==> src/rtl/ps2_host_tx.sv <==
// PS/2 host-to-device transmitter: inhibits the bus, shifts out one command byte
// with odd parity, then reports the device ACK/NACK or a clock timeout.
module ps2_host_tx #(
    parameter int INHIBIT_CYCLES = 12000,
    parameter int TIMEOUT_CYCLES = 2000000
) (
    input  logic       clk,
    input  logic       rst,
    input  logic [7:0] tx_data,
    input  logic       tx_valid,
    output logic       tx_ready,
    output logic       busy,
    output logic       done,
    output logic       ack_ok,
    output logic       error,
    input  logic       ps2_clk_in,
    input  logic       ps2_data_in,
    output logic       ps2_clk_oe,
    output logic       ps2_data_oe
);

    localparam int CNT_MAX = (INHIBIT_CYCLES > TIMEOUT_CYCLES) ? INHIBIT_CYCLES : TIMEOUT_CYCLES;
    localparam int CNT_W   = $clog2(CNT_MAX + 1);
    localparam logic [CNT_W-1:0] INH_LAST = CNT_W'(INHIBIT_CYCLES - 1);
    localparam logic [CNT_W-1:0] TO_LAST  = CNT_W'(TIMEOUT_CYCLES - 1);

    typedef enum logic [2:0] {
        S_IDLE,
        S_INHIBIT,
        S_START,
        S_SHIFT,
        S_ACK,
        S_RELEASE
    } state_t;

    state_t           state_reg, state_next;
    logic [7:0]       data_reg, data_next;
    logic             parity_reg, parity_next;
    logic [3:0]       bit_idx_reg, bit_idx_next;
    logic [CNT_W-1:0] cnt_reg, cnt_next;
    logic             ack_ok_reg, ack_ok_next;
    logic             done_reg, done_next;
    logic             error_reg, error_next;
    logic             data_oe_reg, data_oe_next;

    // bit 0 = PS2_CLK, bit 1 = PS2_DATA; reset to the idle (released) level
    logic [1:0] meta_reg, sync_reg;
    logic       clk_prev_reg;
    logic       sync_clk, sync_data, fe, timed_out;
    logic [9:0] frame_bits;

    assign sync_clk   = sync_reg[0];
    assign sync_data  = sync_reg[1];
    assign fe         = clk_prev_reg & ~sync_clk;
    assign timed_out  = (cnt_reg == TO_LAST);
    assign frame_bits = {1'b1, parity_reg, data_reg};

    always_ff @(posedge clk) begin
        if (rst) begin
            meta_reg     <= 2'b11;
            sync_reg     <= 2'b11;
            clk_prev_reg <= 1'b1;
            state_reg    <= S_IDLE;
            data_reg     <= 8'h00;
            parity_reg   <= 1'b0;
            bit_idx_reg  <= 4'd0;
            cnt_reg      <= '0;
            ack_ok_reg   <= 1'b0;
            done_reg     <= 1'b0;
            error_reg    <= 1'b0;
            data_oe_reg  <= 1'b0;
        end else begin
            meta_reg     <= {ps2_data_in, ps2_clk_in};
            sync_reg     <= meta_reg;
            clk_prev_reg <= sync_clk;
            state_reg    <= state_next;
            data_reg     <= data_next;
            parity_reg   <= parity_next;
            bit_idx_reg  <= bit_idx_next;
            cnt_reg      <= cnt_next;
            ack_ok_reg   <= ack_ok_next;
            done_reg     <= done_next;
            error_reg    <= error_next;
            data_oe_reg  <= data_oe_next;
        end
    end

    always_comb begin
        state_next   = state_reg;
        data_next    = data_reg;
        parity_next  = parity_reg;
        bit_idx_next = bit_idx_reg;
        cnt_next     = cnt_reg;
        ack_ok_next  = ack_ok_reg;
        done_next    = 1'b0;
        error_next   = 1'b0;
        data_oe_next = data_oe_reg;

        case (state_reg)
            S_IDLE: begin
                data_oe_next = 1'b0;
                if (tx_valid && tx_ready) begin
                    data_next   = tx_data;
                    parity_next = ~^tx_data;
                    ack_ok_next = 1'b0;
                    cnt_next    = '0;
                    state_next  = S_INHIBIT;
                end
            end
            S_INHIBIT: begin
                if (cnt_reg == INH_LAST) begin
                    cnt_next   = '0;
                    state_next = S_START;
                end else begin
                    cnt_next = cnt_reg + 1'b1;
                end
            end
            S_START: begin
                // start bit stays on the line until the device's first falling edge
                data_oe_next = 1'b1;
                bit_idx_next = 4'd0;
                cnt_next     = '0;
                state_next   = S_SHIFT;
            end
            S_SHIFT: begin
                if (fe) begin
                    data_oe_next = ~frame_bits[bit_idx_reg];
                    cnt_next     = '0;
                    if (bit_idx_reg == 4'd9) begin
                        state_next = S_ACK;
                    end else begin
                        bit_idx_next = bit_idx_reg + 4'd1;
                    end
                end else if (timed_out) begin
                    data_oe_next = 1'b0;
                    ack_ok_next  = 1'b0;
                    error_next   = 1'b1;
                    state_next   = S_IDLE;
                end else begin
                    cnt_next = cnt_reg + 1'b1;
                end
            end
            S_ACK: begin
                data_oe_next = 1'b0;
                if (fe) begin
                    ack_ok_next = ~sync_data;
                    cnt_next    = '0;
                    state_next  = S_RELEASE;
                end else if (timed_out) begin
                    ack_ok_next = 1'b0;
                    error_next  = 1'b1;
                    state_next  = S_IDLE;
                end else begin
                    cnt_next = cnt_reg + 1'b1;
                end
            end
            S_RELEASE: begin
                data_oe_next = 1'b0;
                if (sync_clk && sync_data) begin
                    done_next  = 1'b1;
                    state_next = S_IDLE;
                end else if (fe) begin
                    cnt_next = '0;
                end else if (timed_out) begin
                    ack_ok_next = 1'b0;
                    error_next  = 1'b1;
                    state_next  = S_IDLE;
                end else begin
                    cnt_next = cnt_reg + 1'b1;
                end
            end
            default: begin
                data_oe_next = 1'b0;
                state_next   = S_IDLE;
            end
        endcase
    end

    assign tx_ready    = (state_reg == S_IDLE);
    assign busy        = ~tx_ready;
    assign done        = done_reg;
    assign error       = error_reg;
    assign ack_ok      = ack_ok_reg;
    assign ps2_clk_oe  = (state_reg == S_INHIBIT) || (state_reg == S_START);
    assign ps2_data_oe = (state_reg == S_START) || ((state_reg == S_SHIFT) && data_oe_reg);

endmodule
==> config.mk <==
export PLATFORM = sky130hd
export DESIGN_NAME = ps2_host_tx
export DESIGN_NICKNAME = d
export VERILOG_FILES = /design/src/rtl/ps2_host_tx.sv
export SDC_FILE = /design/constraint.sdc
export NUM_CORES = 1
export LEC_CHECK = 0
export BUFFER_PORTS_ARGS = -buffer_cell sky130_fd_sc_hd__clkbuf_2
export CORE_UTILIZATION = 55
export CTS_CLUSTER_SIZE = 24
export DETAILED_ROUTE_END_ITERATION = 16
export PLACE_DENSITY = 0.75
export SETUP_SLACK_MARGIN = 0.5
export SYNTH_ARGS = -nofsm -noshare
export SYNTH_HDL_FRONTEND = slang
export SYNTH_SLANG_ARGS = --single-unit
==> constraint.sdc <==
create_clock -name clk -period 5.35 [get_ports clk]
set_input_delay 0.535 -clock clk [delete_from_list [all_inputs] [get_ports clk]]
set_output_delay 0.535 -clock clk [all_outputs]
set_load 0.03 [all_outputs]
### Word level (Yosys, flattened, before mapping)

Cells that the tools add are included.

| operators by class | value |
|---|---|
| equality and inequality tests | 16 |
| $add $sub $neg | 2 |
| $lt $le $gt $ge | 1 |
| bitwise gates (word level) | 7 |
| mux-type cells | 34 |
| reduce and logical (&&, ||, !) cells | 18 |

Operators by type and width:

| kind | count |
|---|---|
| $mux W21 | 5 |
| $pmux W21 S5 | 1 |
| $mux W3 | 8 |
| $add A21 B1 Y21 const B | 1 |
| $eq A21 B14 Y1 const B | 1 |
| $eq A21 B21 Y1 const B | 1 |
| $pmux W3 S6 | 1 |
| $mux W1 | 12 |
| $ne A3 B3 Y1 const B | 3 |
| $reduce_and A3 Y1 | 3 |
| $mux W4 | 2 |
| $ne A2 B2 Y1 const B | 4 |
| $pmux W4 S2 | 1 |
| $reduce_xnor A8 Y1 | 1 |
| $eq A3 B2 Y1 const B | 2 |
| $eq A3 B3 Y1 const B | 2 |
| $not A1 Y1 | 6 |
| $lt A4 B5 Y1 const B | 1 |
| $reduce_bool A5 Y1 | 1 |
| $add A4 B1 Y4 const B | 1 |
| $bmux W1 S4 | 1 |
| $eq A4 B4 Y1 const B | 1 |
| $pmux W1 S4 | 1 |
| $reduce_and A2 Y1 | 2 |
| other kinds (12) | 16 |

| word-level totals | value |
|---|---|
| bits of input ports | 13 |
| output and inout bits | 7 |
| register bits | 46 |
| logic and storage cells | 90 |

### Logic depth before layout (Yosys ltp)

Gate-level depths: netlist of run 1.

| logic depth | value |
|---|---|
| word-level depth | 5 |
| mapped depth | 9 |

### Worst setup path after synthesis of run 1

No wires, ideal clock.

| path | value |
|---|---|
| kind | flip-flop to output port |
| start | register state_reg[2] |
| end | output port busy |
| stages on the path, launching flop included | 4 |
| path buffers | 1 |
| setup slack | 3.112 ns |
| data arrival time | 1.703 ns |
| cell sequence | dfxtp_1 buf_6 nor3_1 inv_1 |

| between the ends | value |
|---|---|
| longest elaborated chain between the ends | 2 |

Ends and longest elaborated chain:

| item | RTL line | text |
|---|---|---|
| start, declared | 36 | `state_t state_reg, state_next;` |
| start signal, assigned | 76 | `state_reg <= state_next;` |
| $logic_not A3 Y1 | 179 | `assign tx_ready = (state_reg == S_IDLE);` |
| named net tx_ready | 11 | `output logic tx_ready,` |
| $not A1 Y1 | 180 | `assign busy = ~tx_ready;` |
| end, declared | 12 | `output logic busy,` |

The timed path passes the listed nets, and every way through them passes these cells.

### Worst setup path in the final report of run 1

| path | value |
|---|---|
| start | register state_reg[2] |
| end | register cnt_reg[20] |

| between the ends | value |
|---|---|
| longest elaborated chain between the ends | 4 |
| elaborated cells on any way between the ends | 13 |

Ends and longest elaborated chain:

| item | RTL line | text |
|---|---|---|
| $eq A3 B2 Y1 (tied with other cells) | 99 | `case (state_reg)` |
| $reduce_or A2 Y1 (no line) / $logic_and A1 B1 Y1 (equally long branches) | n/a |  |
| $reduce_bool A5 Y1 (no line) / $ne A2 B1 Y1 (equally long branches) | n/a |  |
| $reduce_and A3 Y1 (no line) | n/a |  |
| end signal, assigned | 80 | `cnt_reg <= cnt_next;` |
| end, declared | 40 | `logic [CNT_W-1:0] cnt_reg, cnt_next;` |

Several ways; a longest one is shown, not always the timed one.
A chain may end at the register's enable or synchronous reset.

==> out/metrics.cfg, run 1 <==
[route]
first_pass_iters = 4
wl_um = 4880
drt_iter0_drc = 317
routedWlPerCell_um = 13.5
route.detailed.drc = 0
viasPerCell = 5.88
vias = 2117
detail-route-antenna-nets = 0

[sta]
relSlewSlack = 0.462
max_freq_mhz = 407
tightest_slew_ns = 0.807
maxSlewViolCount = 0
finalSetupViolCount = 0
timing.final.crit_share = 0.459
fin_crit_ns = 2.46
holdWs_ns = 0.405
rsz0062_at_grt = no
final-hold-violation-count = 0
setup_tns_ns = 0
finClkSkew_ns = 0.00682

[yosys]
yosysSeqAreaShare = 0.377
synth-async-reset-ratio = 0
synthTopCellsByArea = dfxtp_1, nand2_1, a21oi_1
syn_area_um2 = 2440
synth_edf_count = 0
ys_warn_count = 0
synth_ff_type = dfxtp_1
yosysUniqueCellTypes = 53
synth_nets = 312
yosys.area.top_type = dfxtp_1
ys_ff_latch = 46
avgSynthCellArea_um2 = 8.26
syn_inst = 296
yosysTopAreaCellShare = 0.377

[final_layout]
fin_nets = 325
fin_area_um2 = 2620
antenna_cells = 0
largest_reg_flops = 21
drive_gt1_frac = 0.145
final_core_util = 0.631
fillers = 360
syn_to_final_growth_pct = 7.01

[die]
num_io_pins = 20
coreArea_um2 = 4140
initial_core_util = 0.590
die_y_um = 68.7
dieArea_um2 = 4710
num_rows = 23
die_x_um = 68.7

[clock_tree]
clk_pin_slew_ns = 0.09
cts.sinks = 46
h-tree-depth = 2
cts_tree = built
ctsResizeCount = 0
cts_made_buffers = 5
ctsRootBufferMaster = clkbuf_8
clk_latency_ns = 0.30
cts_setup_buffers = 0
cts_hold_buf = 0
clockBufferDepth = 2

[setup_path]
crit_type = register to register
required_ns = 5.52
reg2reg_depth = 6
critical-path-slowest-cell = dfxtp_1
cp-end-kind = register
timing.rr.end = cnt_reg[20]$_SDFFE_PP0P_
cp_max_fo = 17
critPathMaxStageDelay_ns = 0.67
crit_path_cell_trace = nor4_1 -> a21oi_1 -> nand3_1 -> or4_1 -> xor2_1 -> nor2_1
crit_path_start_kind = register
critPathArrivalTime_ns = 2.63
reg2reg_slack_ns = 2.89
timing.rr.start = state_reg[2]$_SDFFE_PP0P_

[outcome]
status = complete, no violations

[power]
ir_worst_vdd_uv = 208
p_leak_nw = 0.892
powerDensity_nw_per_um2 = 378
power.total_uw = 987

[min_path]
worst_hold_path.endpoint = meta_reg[1]$_SDFF_PP1_
min_from = ps2_data_in
worstHoldPathType = input pin to register
whs_path_depth = 2

[place]
place.gp.congestion = 0.860
io_buffers = 19
placed_area_um2 = 2500
hpwl_um = 3400

[global_routing]
antenna_found_initial = 0
grt_pass1_wl_um = 8110
overflow = 0
grt_pass1_vias = 1767
grt_max_degree = 28
grt_usage = 0.232

[flow_run]
maxCapViolations = 0

[cells in the final DEF (no fill, tap or decap), drive strengths merged, types with 5 or more instances in the layout]
cell type,instances
and3,5
or2,5
nand2,43
a21oi,27
nor4,5
nand4,6
nand2b,5
o21ai,11
nor2,28
clkbuf,24
nand3,14
xor2,14
dfxtp,46
nor3,11
inv,6
xnor2,11
[final cells by class]
class | count | area, µm² | area share
inverter | 6 | 22.5 | 0.00861
clock buffer | 5 | 68.8 | 0.0263
tap | 50 | 62.6 | 0.0239
clock inverter | 3 | 45.0 | 0.0172
sequential | 46 | 921 | 0.352
timing repair buffer | 19 | 95.1 | 0.0364
multi-input combinational | 231 | 1400 | 0.535
[power by group]
| group | switching (mW) | leakage, nW | internal, mW |
|---|---|---|---|
| Sequential | 0.0434 | 0.374 | 0.374 |
| Combinational | 0.210 | 0.468 | 0.0986 |
| Clock | 0.122 | 0.0504 | 0.139 |
| Total | 0.375 | 0.892 | 0.612 |
[worst max-delay path: cells and delay by family, from the launching register on]
kind                      cells  cell delay, ns
AOI/OAI and AO/OA             1            0.66
xor gates and xnor gates      1            0.16
DFF                           1            0.67
and+or+nand+nor               4            0.84
[how the worst max path moves through the flow]
stage / slack, ns / to / cells after the start / start
6_report: 2.89 / cnt_reg[20]$_SDFFE_PP0P_ / 6 / state_reg[2]$_SDFFE_PP0P_
2_1_floorplan: 3.11 / busy / 3 / state_reg[2]$_SDFFE_PP0P_
3_5_place_dp: 2.98 / cnt_reg[20]$_SDFFE_PP0P_ / 6 / state_reg[2]$_SDFFE_PP0P_
5_1_grt: 2.72 / cnt_reg[20]$_SDFFE_PP0P_ / 6 / state_reg[2]$_SDFFE_PP0P_
4_1_cts: 2.93 / cnt_reg[20]$_SDFFE_PP0P_ / 6 / state_reg[2]$_SDFFE_PP0P_
3_3_place_gp: 3.02 / cnt_reg[20]$_SDFFE_PP0P_ / 6 / state_reg[1]$_SDFFE_PP0P_
[synth_stat cells (5+ instances only)]
cell type  count
a21oi_1       27
dfxtp_1       46
inv_1          6
nand2_1       42
nand2b_1       5
nand3_1       13
nand4_1        6
nor2_1        28
nor3_1        11
nor4_1         5
o21ai_0        7
or2_2          5
xnor2_1       11
xor2_1        14
[cell families (layout without fill, tap and decap cells)]
group	count (synthesis)	after routing	synth area share
xor+xnor	25	25	0.0896
compound gates	56	56	0.142
buf+inv	19	33	0.0502
flops	46	46	0.377
fa+ha+maj	3	3	0.0154
mux	3	3	0.0225
simple gates	144	144	0.303
[through the flow]
step,instances,setup WS [ns]
detailed placement,352,2.98
global placement,352,3.02
global route,360,2.72
floorplan,296,3.11
finish,360,2.89
CTS,360,2.93
[routing by layer]
| layer | vias up | global-route usage | routed length, µm |
|---|---|---|---|
| met3 | 7 | 0.0510 | 292 |
| met4 | 0 | 0.0807 | 72 |
| met2 | 65 | 0.339 | 2140 |
| met1 | 968 | 0.331 | 2370 |
| li1 | 1077 | - | - |
| met5 | - | 0 | 0 |
Note: power is estimated with default switching activity, not from simulation.
==> run 2, diff against run 1 <==
==> constraint.sdc (replaced) <==
create_clock -name clk -period 2.34 [get_ports clk]
set_input_delay 0.234 -clock clk [delete_from_list [all_inputs] [get_ports clk]]
set_output_delay 0.234 -clock clk [all_outputs]
set_load 0.03 [all_outputs]
==> run 2 against run 1 <==
  * Worst setup slack got worse by 2.6 ns
  * Final area rose by 14%
  * First-iteration DRC count is 19% lower
  * Non-clock buffer count grew 26
  * Wire length increased by 24%
==> out/metrics.cfg, run 2 (synthesized netlist as in run 1, its figures left out) <==
[die]
num_io_pins = 20
initial_core_util = 0.590
dieArea_um2 = 4710
num_rows = 23
coreArea_um2 = 4140
die_y_um = 68.7
die_x_um = 68.7

[power]
ir_worst_vdd_uv = 608
p_leak_nw = 1.07
powerDensity_nw_per_um2 = 857
power.total_mw = 2.55

[final_layout]
syn_to_final_growth_pct = 21.9
seq_area_um2 = 951
fin_nets = 351
layout_common_cells = nand2_1, dfxtp_1, nor2_1
drive_gt1_frac = 0.301
multi_input_area_um2 = 1530
fillers = 312
fin_area_um2 = 2980
antenna_cells = 0
final_common_cell = nand2_1
largest_reg_flops = 21

[sta]
final-hold-violation-count = 0
relSlewSlack = 0.689
fin_crit_ns = 2.05
rsz0062_at_grt = yes
setup_tns_ns = 0
tightest_slew_ns = 0.462
maxSlewViolCount = 0
layout_setup_ws_ns = 0.294
max_freq_mhz = 489
finClkSkew_ns = 0.0110
holdWs_ns = 0.115
timing.final.crit_share = 0.874
finalSetupViolCount = 0

[clock_tree]
cts_hold_buf = 0
ctsRootBufferMaster = clkbuf_8
cts.sinks = 46
clockBufferDepth = 2
clk_pin_slew_ns = 0.09
cts_tree = built
h-tree-depth = 2
cts_made_buffers = 5
clk_latency_ns = 0.30

[route]
first_pass_iters = 6
drt_iter0_drc = 256
wl_um = 6060
routedWlPerCell_um = 15.7
route.detailed.drc = 0
route.met3.wl_um = 471
highest_layer = met4
detail-route-antenna-nets = 0
vias = 2346
viasPerCell = 6.09
met1_length_um = 2740
wl_met2_um = 2770

[setup_path]
crit_path_frequent_cell = a21oi_1
cp-end-kind = register
critical-path-slowest-cell = or4_4
critPathMaxStageDelay_ns = 0.55
crit_type = register to register
crit_path_start_kind = register
cp_max_fo = 6
critPathArrivalTime_ns = 2.22
crit_path_cell_trace = or4b_4 -> or4_4 -> o211ai_2 -> a21oi_1 -> o21ai_1 -> a21oi_1
required_ns = 2.51

[place]
place.gp.congestion = 0.928
placed_area_um2 = 2600
pre_cts_ws_ns = 0.247
io_buffers = 19
hpwl_um = 3590

[global_routing]
grt_pass1_vias = 1961
grt_max_degree = 18
grt_usage = 0.249
antenna_found_initial = 0
grt_pass1_wl_um = 8710
overflow = 0

[flow_run]
maxCapViolations = 0

[outcome]
status = complete, no violations

[min_path]
worstHoldPathType = input pin to register

[run 2: per-layer routing]
| metal | global-route usage | up-vias |
|---|---|---|
| met1 | 0.347 | 1087 |
| met2 | 0.382 | 118 |
| met5 | 0 | - |
| met4 | 0.0755 | 0 |
| met3 | 0.0510 | 13 |
| li1 | - | 1128 |
[run 2: final cells by class]
class                   instances  share of cell area
inverters                       6             0.00756
clock inverters                 1              0.0101
multi-input cells             231               0.514
clock buffers                   6              0.0277
well taps                      50              0.0210
flip-flops and latches         46               0.319
repair buffers                 45               0.100
[run 2: stage by stage]
stage	std cells	utilization
final	385	0.719
after global routing	385	0.719
after global placement	363	0.627
after CTS	375	0.666
after detailed placement	363	0.627
after floorplan	296	-
[run 2: timing repair]
| action | 4_1_cts | 5_1_grt |
|---|---|---|
| cloned | 0 | 1 |
| gates resized for setup | 7 | 40 |
| endpoints found under the setup margin | 27 | 29 |
| buffers inserted | 5 | 9 |
| pin swaps | 7 | 7 |
[run 2: power by group]
| group | switching (mW) | internal [mW] | total (mW) |
|---|---|---|---|
| registers | 0.0647 | 0.865 | 0.929 |
| logic | 0.624 | 0.394 | 1.02 |
| clock network | 0.264 | 0.342 | 0.606 |
[run 2: path summary, 6_finish.rpt]
check | start | endpoint | slack [ns] | cells past startpoint
hold / removal | ps2_data_in | meta_reg[1]$_SDFF_PP1_ | 0.11 | 2
setup / recovery | cnt_reg[11]$_SDFFE_PP0P_ | state_reg[0]$_SDFFE_PP0P_ | 0.29 | 6
hold reg to reg | meta_reg[1]$_SDFF_PP1_ | sync_reg[1]$_SDFF_PP1_ | 0.42 | 1
setup reg to reg | cnt_reg[11]$_SDFFE_PP0P_ | state_reg[0]$_SDFFE_PP0P_ | 0.29 | 6
[run 2: worst max-delay path: cells and delay by family (launching register included)]
kind            cells  cell delay [ns]
simple gates        2             1.08
compound gates      4             0.48
flops               1             0.36
